[config.mk]
export PLATFORM = sky130hd
export DESIGN_NAME = exp5_detector_jogada_flat
export DESIGN_NICKNAME = d
export VERILOG_FILES = /design/src/rtl/exp5_detector_jogada_if.sv /design/src/rtl/exp5_detector_jogada.sv /design/src/flat_wrapper.sv
export SDC_FILE = /design/constraint.sdc
export NUM_CORES = 1
export LEC_CHECK = 0
export ABC_AREA = 1
export CORE_UTILIZATION = 35
export CTS_CLUSTER_DIAMETER = 120
export CTS_CLUSTER_SIZE = 16
export DETAILED_ROUTE_END_ITERATION = 8
export GPL_TIMING_DRIVEN = 0
export MAX_ROUTING_LAYER = met4
export SYNTH_ARGS = -nofsm -noshare
export SYNTH_HDL_FRONTEND = slang
export SYNTH_SLANG_ARGS = --single-unit
[constraint.sdc]
create_clock -name clock -period 4.9 [get_ports clock]
set_clock_uncertainty 0.1 [all_clocks]
set_input_delay 0.49 -clock clock [delete_from_list [all_inputs] [get_ports clock]]
set_output_delay 0.49 -clock clock [all_outputs]
set_load 0.02 [all_outputs]
[src/rtl/exp5_detector_jogada_if.sv]
// Button/timer bundle between the player input stage and the game control unit.
// The control unit side is the master; the detector is the slave.
interface exp5_detector_jogada_if;
    logic [3:0] botoes;
    logic       contaT;
    logic       zeraT;
    logic       jogada;
    logic [3:0] jogada_code;
    logic       timeout;
    logic [2:0] db_estado_jog;

    modport master (
        output botoes,
        output contaT,
        output zeraT,
        input  jogada,
        input  jogada_code,
        input  timeout,
        input  db_estado_jog
    );

    modport slave (
        input  botoes,
        input  contaT,
        input  zeraT,
        output jogada,
        output jogada_code,
        output timeout,
        output db_estado_jog
    );
endinterface

[src/rtl/exp5_detector_jogada.sv]
// Player input stage: synchronises and debounces the buttons, emits one jogada pulse per press,
// and holds the per-move timeout counter used by the control unit.
//
// state     | meaning
// ----------+-----------------------------------------------------------
// OCIOSO    | idle, waiting for exactly one button
// FILTRANDO | candidate button must stay stable DEBOUNCE_CYCLES cycles
// PULSO     | jogada high for this single cycle
// SEGURADO  | button still held, further activity ignored
// LIBERANDO | all buttons released, must stay released DEBOUNCE_CYCLES cycles
module exp5_detector_jogada #(
    parameter int DEBOUNCE_CYCLES = 4,
    parameter int TIMEOUT_CYCLES  = 5000
) (
    input  logic                   clock,
    input  logic                   reset,
    exp5_detector_jogada_if.slave  bus
);

    localparam int DW = (DEBOUNCE_CYCLES > 1) ? $clog2(DEBOUNCE_CYCLES) : 1;
    localparam int TW = $clog2(TIMEOUT_CYCLES);
    localparam logic [DW-1:0] DB_LAST = DW'(DEBOUNCE_CYCLES - 1);
    localparam logic [TW-1:0] T_LAST  = TW'(TIMEOUT_CYCLES - 1);

    typedef enum logic [2:0] {
        OCIOSO    = 3'b000,
        FILTRANDO = 3'b001,
        PULSO     = 3'b010,
        SEGURADO  = 3'b011,
        LIBERANDO = 3'b100
    } estado_t;

    logic [3:0]    sync_1;
    logic [3:0]    botoes_s;
    estado_t       estado;
    logic [3:0]    candidato;
    logic [DW-1:0] cnt_db;
    logic          jogada_r;
    logic [3:0]    code_r;
    logic [TW-1:0] cnt_t;

    always_ff @(posedge clock or negedge reset) begin
        if (!reset) begin
            sync_1   <= '0;
            botoes_s <= '0;
        end else begin
            sync_1   <= bus.botoes;
            botoes_s <= sync_1;
        end
    end

    always_ff @(posedge clock or negedge reset) begin
        if (!reset) begin
            estado    <= OCIOSO;
            candidato <= '0;
            cnt_db    <= '0;
            jogada_r  <= 1'b0;
            code_r    <= '0;
        end else begin
            jogada_r <= 1'b0;
            case (estado)
                OCIOSO: begin
                    if ($onehot(botoes_s)) begin
                        candidato <= botoes_s;
                        cnt_db    <= '0;
                        estado    <= FILTRANDO;
                    end
                end
                FILTRANDO: begin
                    if (botoes_s != candidato) begin
                        estado <= OCIOSO;
                    end else if (cnt_db == DB_LAST) begin
                        estado   <= PULSO;
                        code_r   <= candidato;
                        jogada_r <= 1'b1;
                    end else begin
                        cnt_db <= cnt_db + DW'(1);
                    end
                end
                PULSO: begin
                    estado <= SEGURADO;
                end
                SEGURADO: begin
                    if (botoes_s == 4'b0000) begin
                        cnt_db <= '0;
                        estado <= LIBERANDO;
                    end
                end
                LIBERANDO: begin
                    if (botoes_s != 4'b0000) begin
                        estado <= SEGURADO;
                    end else if (cnt_db == DB_LAST) begin
                        estado <= OCIOSO;
                    end else begin
                        cnt_db <= cnt_db + DW'(1);
                    end
                end
                default: begin
                    estado <= OCIOSO;
                end
            endcase
        end
    end

    // An accepted press restarts the move timer; the count saturates instead of wrapping.
    always_ff @(posedge clock or negedge reset) begin
        if (!reset) begin
            cnt_t <= '0;
        end else if (bus.zeraT || jogada_r) begin
            cnt_t <= '0;
        end else if (bus.contaT && (cnt_t < T_LAST)) begin
            cnt_t <= cnt_t + TW'(1);
        end
    end

    assign bus.jogada        = jogada_r;
    assign bus.jogada_code   = code_r;
    assign bus.timeout       = (cnt_t == T_LAST);
    assign bus.db_estado_jog = estado;

endmodule

[src/flat_wrapper.sv]
// flat-port wrapper written by rule: the top's interface ports become plain ports
module exp5_detector_jogada_flat 
#(
    parameter int DEBOUNCE_CYCLES = 4,
    parameter int TIMEOUT_CYCLES  = 5000
)
  (clock, reset, bus_botoes, bus_contaT, bus_zeraT, bus_jogada, bus_jogada_code, bus_timeout, bus_db_estado_jog);
  exp5_detector_jogada_if bus_i ();
  input  logic clock;
  input  logic reset;
  input wire logic [$bits(bus_i.botoes)-1:0] bus_botoes;
  input wire logic [$bits(bus_i.contaT)-1:0] bus_contaT;
  input wire logic [$bits(bus_i.zeraT)-1:0] bus_zeraT;
  output wire logic [$bits(bus_i.jogada)-1:0] bus_jogada;
  output wire logic [$bits(bus_i.jogada_code)-1:0] bus_jogada_code;
  output wire logic [$bits(bus_i.timeout)-1:0] bus_timeout;
  output wire logic [$bits(bus_i.db_estado_jog)-1:0] bus_db_estado_jog;
  assign bus_i.botoes = bus_botoes;
  assign bus_i.contaT = bus_contaT;
  assign bus_i.zeraT = bus_zeraT;
  assign bus_jogada = bus_i.jogada;
  assign bus_jogada_code = bus_i.jogada_code;
  assign bus_timeout = bus_i.timeout;
  assign bus_db_estado_jog = bus_i.db_estado_jog;
  exp5_detector_jogada #(.DEBOUNCE_CYCLES(DEBOUNCE_CYCLES), .TIMEOUT_CYCLES(TIMEOUT_CYCLES)) u_core (.clock(clock), .reset(reset), .bus(bus_i));
endmodule
==> results by group, run 1 <==
Critical path
  – CP Data Required Time: 4.31 ns
  – Worst setup startpoint: u_core.cnt_t[0]
  – Critical path class: reg -> out
  – FF-to-FF setup slack: 2.48 ns
  – Crit. End Element: output port
  – Startpoint Class: flop
  – Worst Path Max Fanout: 5
  – Critical Path AT: 2.04 ns
  – R2R Path End: u_core.cnt_db[1]
  – FF-to-FF Start: u_core.botoes_s[2]
  – Reg2Reg Depth: 10

Finish
  – # diodes: 0
  – NumNets Final: 289
  – Final instance area: 2410 um2
  – Non-Filler Instances: 346
  – Area Overhead vs Synth: 17.7%
  – Layout cells sized above 1: 15.0%
  – Core Util, Final: 43.2%
  – Fillers: 568

STA
  – Finish-stage setup viols: 0
  – Fin crit period: 2.63 ns
  – Worst-Margin Slew: 0.793 ns
  – Period utilisation layout: 53.7%
  – TNS Setup: 0 ns
  – RSZ-0062 raised after global routing: no
  – Worst slew margin relative to its limit: 47.2%
  – Max Clk Rate: 380 MHz
  – Fin. max-slew vios: 0
  – Final hold viol count: 0

CTS
  – Clock tree buffer depth: 2
  – Clock transition at path regs: 0.08 ns
  – Root Driver: clkbuf_8
  – Num CTS Buffers: 5
  – CTS tree: built
  – Hold_buf cts: 0
  – Sink Count: 35
  – Skew-Pair Late Insertion Delay: 0.29 ns
  – Postcts setup bufs: 0
  – Post-CTS sizing: 0
  – # H-tree levels: 2

Die
  – Die area: 6160 um2
  – Top Ports: 17
  – Die width: 78.5 um
  – Rows: 27
  – Placeable Area: 5570 um2
  – Starting Density: 36.7%
  – Die height: 78.5 um

Synthesis
  – Cell taking the most area after synthesis: dfrtp_1
  – Yosys warns: 0
  – Post-Syn Area: 2050 um2
  – Register area share after synthesis: 42.8%
  – Most numerous cell in the Yosys netlist: nand2_1
  – Count of different cell masters after synthesis: 31
  – Synth Flop Type: dfrtp_1
  – Synth Register Bits: 35
  – Syn nets: 266
  – Share of the synthesized area in the top cell type: 42.8%
  – FFs w/ async S/R, synth: 100%
  – Mean Syn Cell Area: 8.19 um2
  – Synth top cells by count: nand2_1 (70), dfrtp_1 (35), inv_1 (28)
  – Number of synthesized flops with an enable pin: 0
  – Mapped Cells: 250
  – Synth area leaders: dfrtp_1 (43%), nand2_1 (13%), nand4_1 (5.5%)

Route
  – DRC viols: 0
  – Drt wl/cell: 11.7 um
  – Antenna Nets Post-Route: 0
  – 1st-iter DRT viols: 98
  – Vias per inst: 4.83
  – Via count: 1,672
  – Routed wire length: 4.05 mm
  – DR pass1 iterations: 4

Placed design
  – Post-DP Area: 2290 um2
  – Gpl congestion: 0.836
  – Placed cell count: 338
  – IO buf count: 16
  – Detail Placement HPWL: 2.97 mm

Run status
  – Outcome: finished clean

Power
  – PD cells: 384 nW/um2
  – LEAKAGE: 1.14 nW
  – Highest ir drop seen on vdd: 0.000191 V
  – Final Power: 0.924 mW

Hold path
  – Worst Hold Class: in -> async

Global routing
  – Global-route wire length before repair: 7.11 mm
  – Vias in the first global route: 1,572
  – Pin count of the biggest net entering global routing: 36
  – Gr ovfl total: 0
  – Overall global routing resource usage: 15.4%
  – Initial antenna violation count: 0

Run
  – Max cap viols: 0
layout make-up:
cell class                 count  area (um2)  area share (%)
buffer                         4        28.8            1.19
clock buffer                   5        68.8            2.86
clock inverter                 3        47.5            1.97
inverter                      31         116            4.83
multi-input combinational    180        1030            42.6
sequential                    35         876            36.4
tap                           72        90.1            3.74
timing repair buffer          16         155            6.44
layer usage:
layer  global-route usage, %  vias to the layer above  share of wire, %
met5                       -                        -                 0
met4                    6.48                        0               2.5
met3                    3.49                       11               3.0
met2                    22.7                       34                43
met1                    20.4                      760                51
li1                        -                      867                 -
worst max path at each step:
stage | end | cells after the start
after detailed placement | u_core.cnt_db[0] | 10
after global placement | u_core.cnt_t[12] | 1
final | bus_timeout | 4
after floorplan | u_core.cnt_db[0] | 10
after global routing | bus_timeout | 4
after CTS | bus_timeout | 4
per-stage QoR:
step / hold slack (ns) / setup WS [ns]
after global routing: 0.229 / 2.13
after global placement: 0.234 / 2.43
final: 0.176 / 2.27
after detailed placement: 0.235 / 2.46
after floorplan: 0.0944 / 2.65
after CTS: 0.202 / 2.24
cells in the final DEF (no fill, tap or decap):
cell type | synthesis | routed
nand3b_4 | 1 | 1
buf_4 | 1 | 1
o21bai_1 | 2 | 2
o21ai_2 | 7 | 7
nor2_4 | 3 | 3
fa_1 | 1 | 1
nor2_2 | 4 | 4
clkinv_4 | 0 | 1
buf_6 | 1 | 1
clkdlybuf4s50_1 | 0 | 15
nand3_2 | 1 | 1
ha_1 | 7 | 7
inv_2 | 3 | 3
nand2_2 | 3 | 3
o21ai_0 | 2 | 2
nand4_2 | 1 | 1
xor2_1 | 2 | 2
a21oi_1 | 1 | 1
nor3b_1 | 1 | 1
nand2_1 | 70 | 70
nand3b_1 | 2 | 2
o21ai_1 | 14 | 14
o21ai_4 | 1 | 1
bufinv_16 | 0 | 1
nor2_1 | 14 | 14
nand2_4 | 2 | 2
nand3_1 | 19 | 19
inv_6 | 0 | 1
nor4_1 | 1 | 1
inv_1 | 28 | 28
nand4_1 | 18 | 18
dfrtp_1 | 35 | 35
clkbuf_8 | 0 | 5
buf_2 | 2 | 3
nor3_2 | 2 | 2
xnor2_1 | 1 | 1
cells by family (layout without fill, tap and decap cells):
| kind of cell | count (synthesis) | count (layout) | share of synthesized area [%] |
|---|---|---|---|
| XOR/XNOR | 3 | 3 | 1.28 |
| AO/OA/AOI/OAI | 27 | 27 | 8.68 |
| AND/OR/NAND/NOR | 142 | 142 | 34.9 |
| buffers and inverters | 35 | 59 | 7.09 |
| adder cells (fa/ha/maj) | 8 | 8 | 5.26 |
| flip-flops | 35 | 35 | 42.8 |
registers in the layout, summed over array words and instances (netlist names):
register / count
u_core.bus.db_estado_jog: 3
u_core.cnt_t: 13
u_core.bus.jogada_code: 4
u_core.cnt_db: 2
u_core.botoes_s: 4
u_core.bus.jogada: 1
u_core.candidato: 4
u_core.sync_1: 4
critical path, stage by stage, from the launching register on:
cell	delay, ns
dfrtp_1	0.43
ha_1	0.23
nand2_2	0.10
nor4_1	0.33
clkdlybuf4s50_1	0.66
report_power, final:
group          switching (mW)  total, mW  internal (mW)  leakage [nW]
Sequential             0.0372      0.367          0.330         0.458
Clock                   0.117      0.271          0.154        0.0587
Combinational           0.176      0.286          0.110         0.627
Power figures use the tool's default switching activity.
==> run 2, diff against run 1 <==
clock period = 2.55 ns   (was 4.9 ns; I/O delays follow)
==> results by group, run 2 (synthesis results as in run 1) <==
Critical path
  – Crit. End Element: output port
  – Critical Path AT: 2.04 ns
  – Crit-path cells: ha_1 > nand2_2 > nor4_1 > clkdlybuf4s50_1
  – Critical path class: reg -> out
  – Worst path slowest cell: clkdlybuf4s50_1
  – Largest stage delay, worst path: 0.66 ns
  – FF-to-FF Start: u_core.botoes_s[2]
  – Worst setup startpoint: u_core.cnt_t[0]
  – CP Data Required Time: 2.19 ns
  – Startpoint Class: flop
  – Worst Path Max Fanout: 5

Route
  – Via count: 1,663
  – Drt wl/cell: 11.7 um
  – Vias per inst: 4.79
  – 1st-iter DRT viols: 124
  – Antenna Nets Post-Route: 0
  – DRC viols: 0
  – DR pass1 iterations: 4
  – Routed wire length: 4.06 mm

CTS
  – Skew-Pair Late Insertion Delay: 0.29 ns
  – Clock transition at path regs: 0.08 ns
  – # H-tree levels: 2
  – Num CTS Buffers: 5
  – Clock tree buffer depth: 2
  – Root Driver: clkbuf_8
  – Sink Count: 35
  – CTS tree: built

Placed design
  – IO buf count: 16
  – Placed cell count: 338
  – Post-DP Area: 2290 um2
  – Gpl congestion: 0.836
  – Detail Placement HPWL: 2.97 mm

Finish
  – Final instance area: 2420 um2
  – Fillers: 566
  – NumNets Final: 290
  – Leading cell types in the layout, fill and taps excluded: nand2_1 (70), dfrtp_1 (35), inv_1 (28), nand3_1 (19), nand4_1 (18)
  – Area Overhead vs Synth: 18.4%
  – Layout cells sized above 1: 15.3%
  – Non-Filler Instances: 347
  – Multi-input gate area: 1030 um2
  – Reg area: 876 um2
  – Max reg flops: 13
  – # diodes: 0
  – Most flop-heavy register: u_core.cnt_t
  – Leading cell type in the layout, fill and taps excluded: nand2_1

STA
  – Fin crit period: 2.39 ns
  – Fin. max-slew vios: 0
  – Final hold viol count: 0
  – TNS Setup: 0 ns
  – Max Clk Rate: 418 MHz
  – Period utilisation layout: 93.9%
  – RSZ-0062 raised after global routing: no
  – Finish-stage setup viols: 0
  – Worst-Margin Slew: 0.793 ns
  – Worst slew margin relative to its limit: 47.2%

Hold path
  – Worst Hold Class: reg -> reg
  – Hold path start: u_core.sync_1[0]

Global routing
  – Pin count of the biggest net entering global routing: 36
  – Gr ovfl total: 0
  – Overall global routing resource usage: 15.4%
  – Initial antenna violation count: 0
  – Global-route wire length before repair: 7.12 mm
  – Vias in the first global route: 1,578

Die
  – Placeable Area: 5570 um2
  – Starting Density: 36.7%
  – Die height: 78.5 um
  – Die area: 6160 um2
  – Top Ports: 17
  – Die width: 78.5 um
  – Rows: 27

Power
  – LEAKAGE: 1.15 nW
  – Highest ir drop seen on vdd: 0.000368 V
  – PD cells: 736 nW/um2

Run
  – Max cap viols: 0

Run status
  – Outcome: finished clean
[run 2: cell count changes in the layout (fill, tap and decap cells not counted), sizes merged]
cell	change
dlygate4sd3	+1
[run 2: where the power goes]
group / internal [mW] / leakage (nW) / switching, mW
clock network: 0.296 / 0.0587 / 0.227
registers: 0.634 / 0.458 / 0.0712
logic: 0.214 / 0.633 / 0.340
total: 1.15 / 1.15 / 0.638
[run 2: layout make-up]
class                      instances  share of cell area (%)
tap                               72                    3.72
clock buffer                       5                    2.84
sequential                        35                    36.1
multi-input combinational        180                    42.5
timing repair buffer              17                    6.81
inverter                          31                    4.80
buffer                             4                    1.19
clock inverter                     3                    1.96
[run 2: repair_timing]
| item | in CTS | in global routing |
|---|---|---|
| gates resized for setup | 0 | 1 |
| endpoints found under the setup margin | 0 | 6 |
| buffers inserted | 0 | 0 |
| endpoints found under the hold margin | 35 | 0 |
| hold buffers | 1 | 0 |
[run 2: worst paths after layout]
| kind | depth (start not counted) | end | slack [ns] |
|---|---|---|---|
| hold / removal | 0 | u_core.botoes_s[0] | 0.25 |
| hold reg to reg | 0 | u_core.botoes_s[0] | 0.25 |
| setup reg to reg | 10 | u_core.cnt_db[1] | 0.23 |
| min in group asynchronous | 2 | u_core.candidato[0] | 0.48 |
| max in group asynchronous | 2 | u_core.cnt_t[8] | 1.36 |
| setup / recovery | 4 | bus_timeout | 0.16 |
[run 2: through the flow]
step	hold WS, ns	utilization [%]	power (mW)	setup slack (ns)
4_1_cts	0.253	43.4	1.81	0.0909
3_3_place_gp	0.234	41.2	1.26	0.115
6_report	0.251	43.5	1.78	0.156
3_5_place_dp	0.235	41.1	1.27	0.113
5_1_grt	0.261	43.5	1.92	0.0136
2_1_floorplan	-0.141	-	1.11	0.299
[run 2: layer usage]
metal	vias up	wire length (um)	global-route usage [%]	part of all wire, %
li1	869	-	-	-
met1	757	2100	20.4	52
met2	25	1750	22.7	43
met3	12	105	3.49	2.6
met4	0	104	6.48	2.6
met5	-	0	-	0
[run 2: critical path: cells and delay by family (launching register included)]
kind	cells	cell delay (ns)
adder cells (fa/ha/maj)	1	0.23
buffers and inverters	1	0.66
flip-flops	1	0.43
AND/OR/NAND/NOR	2	0.43
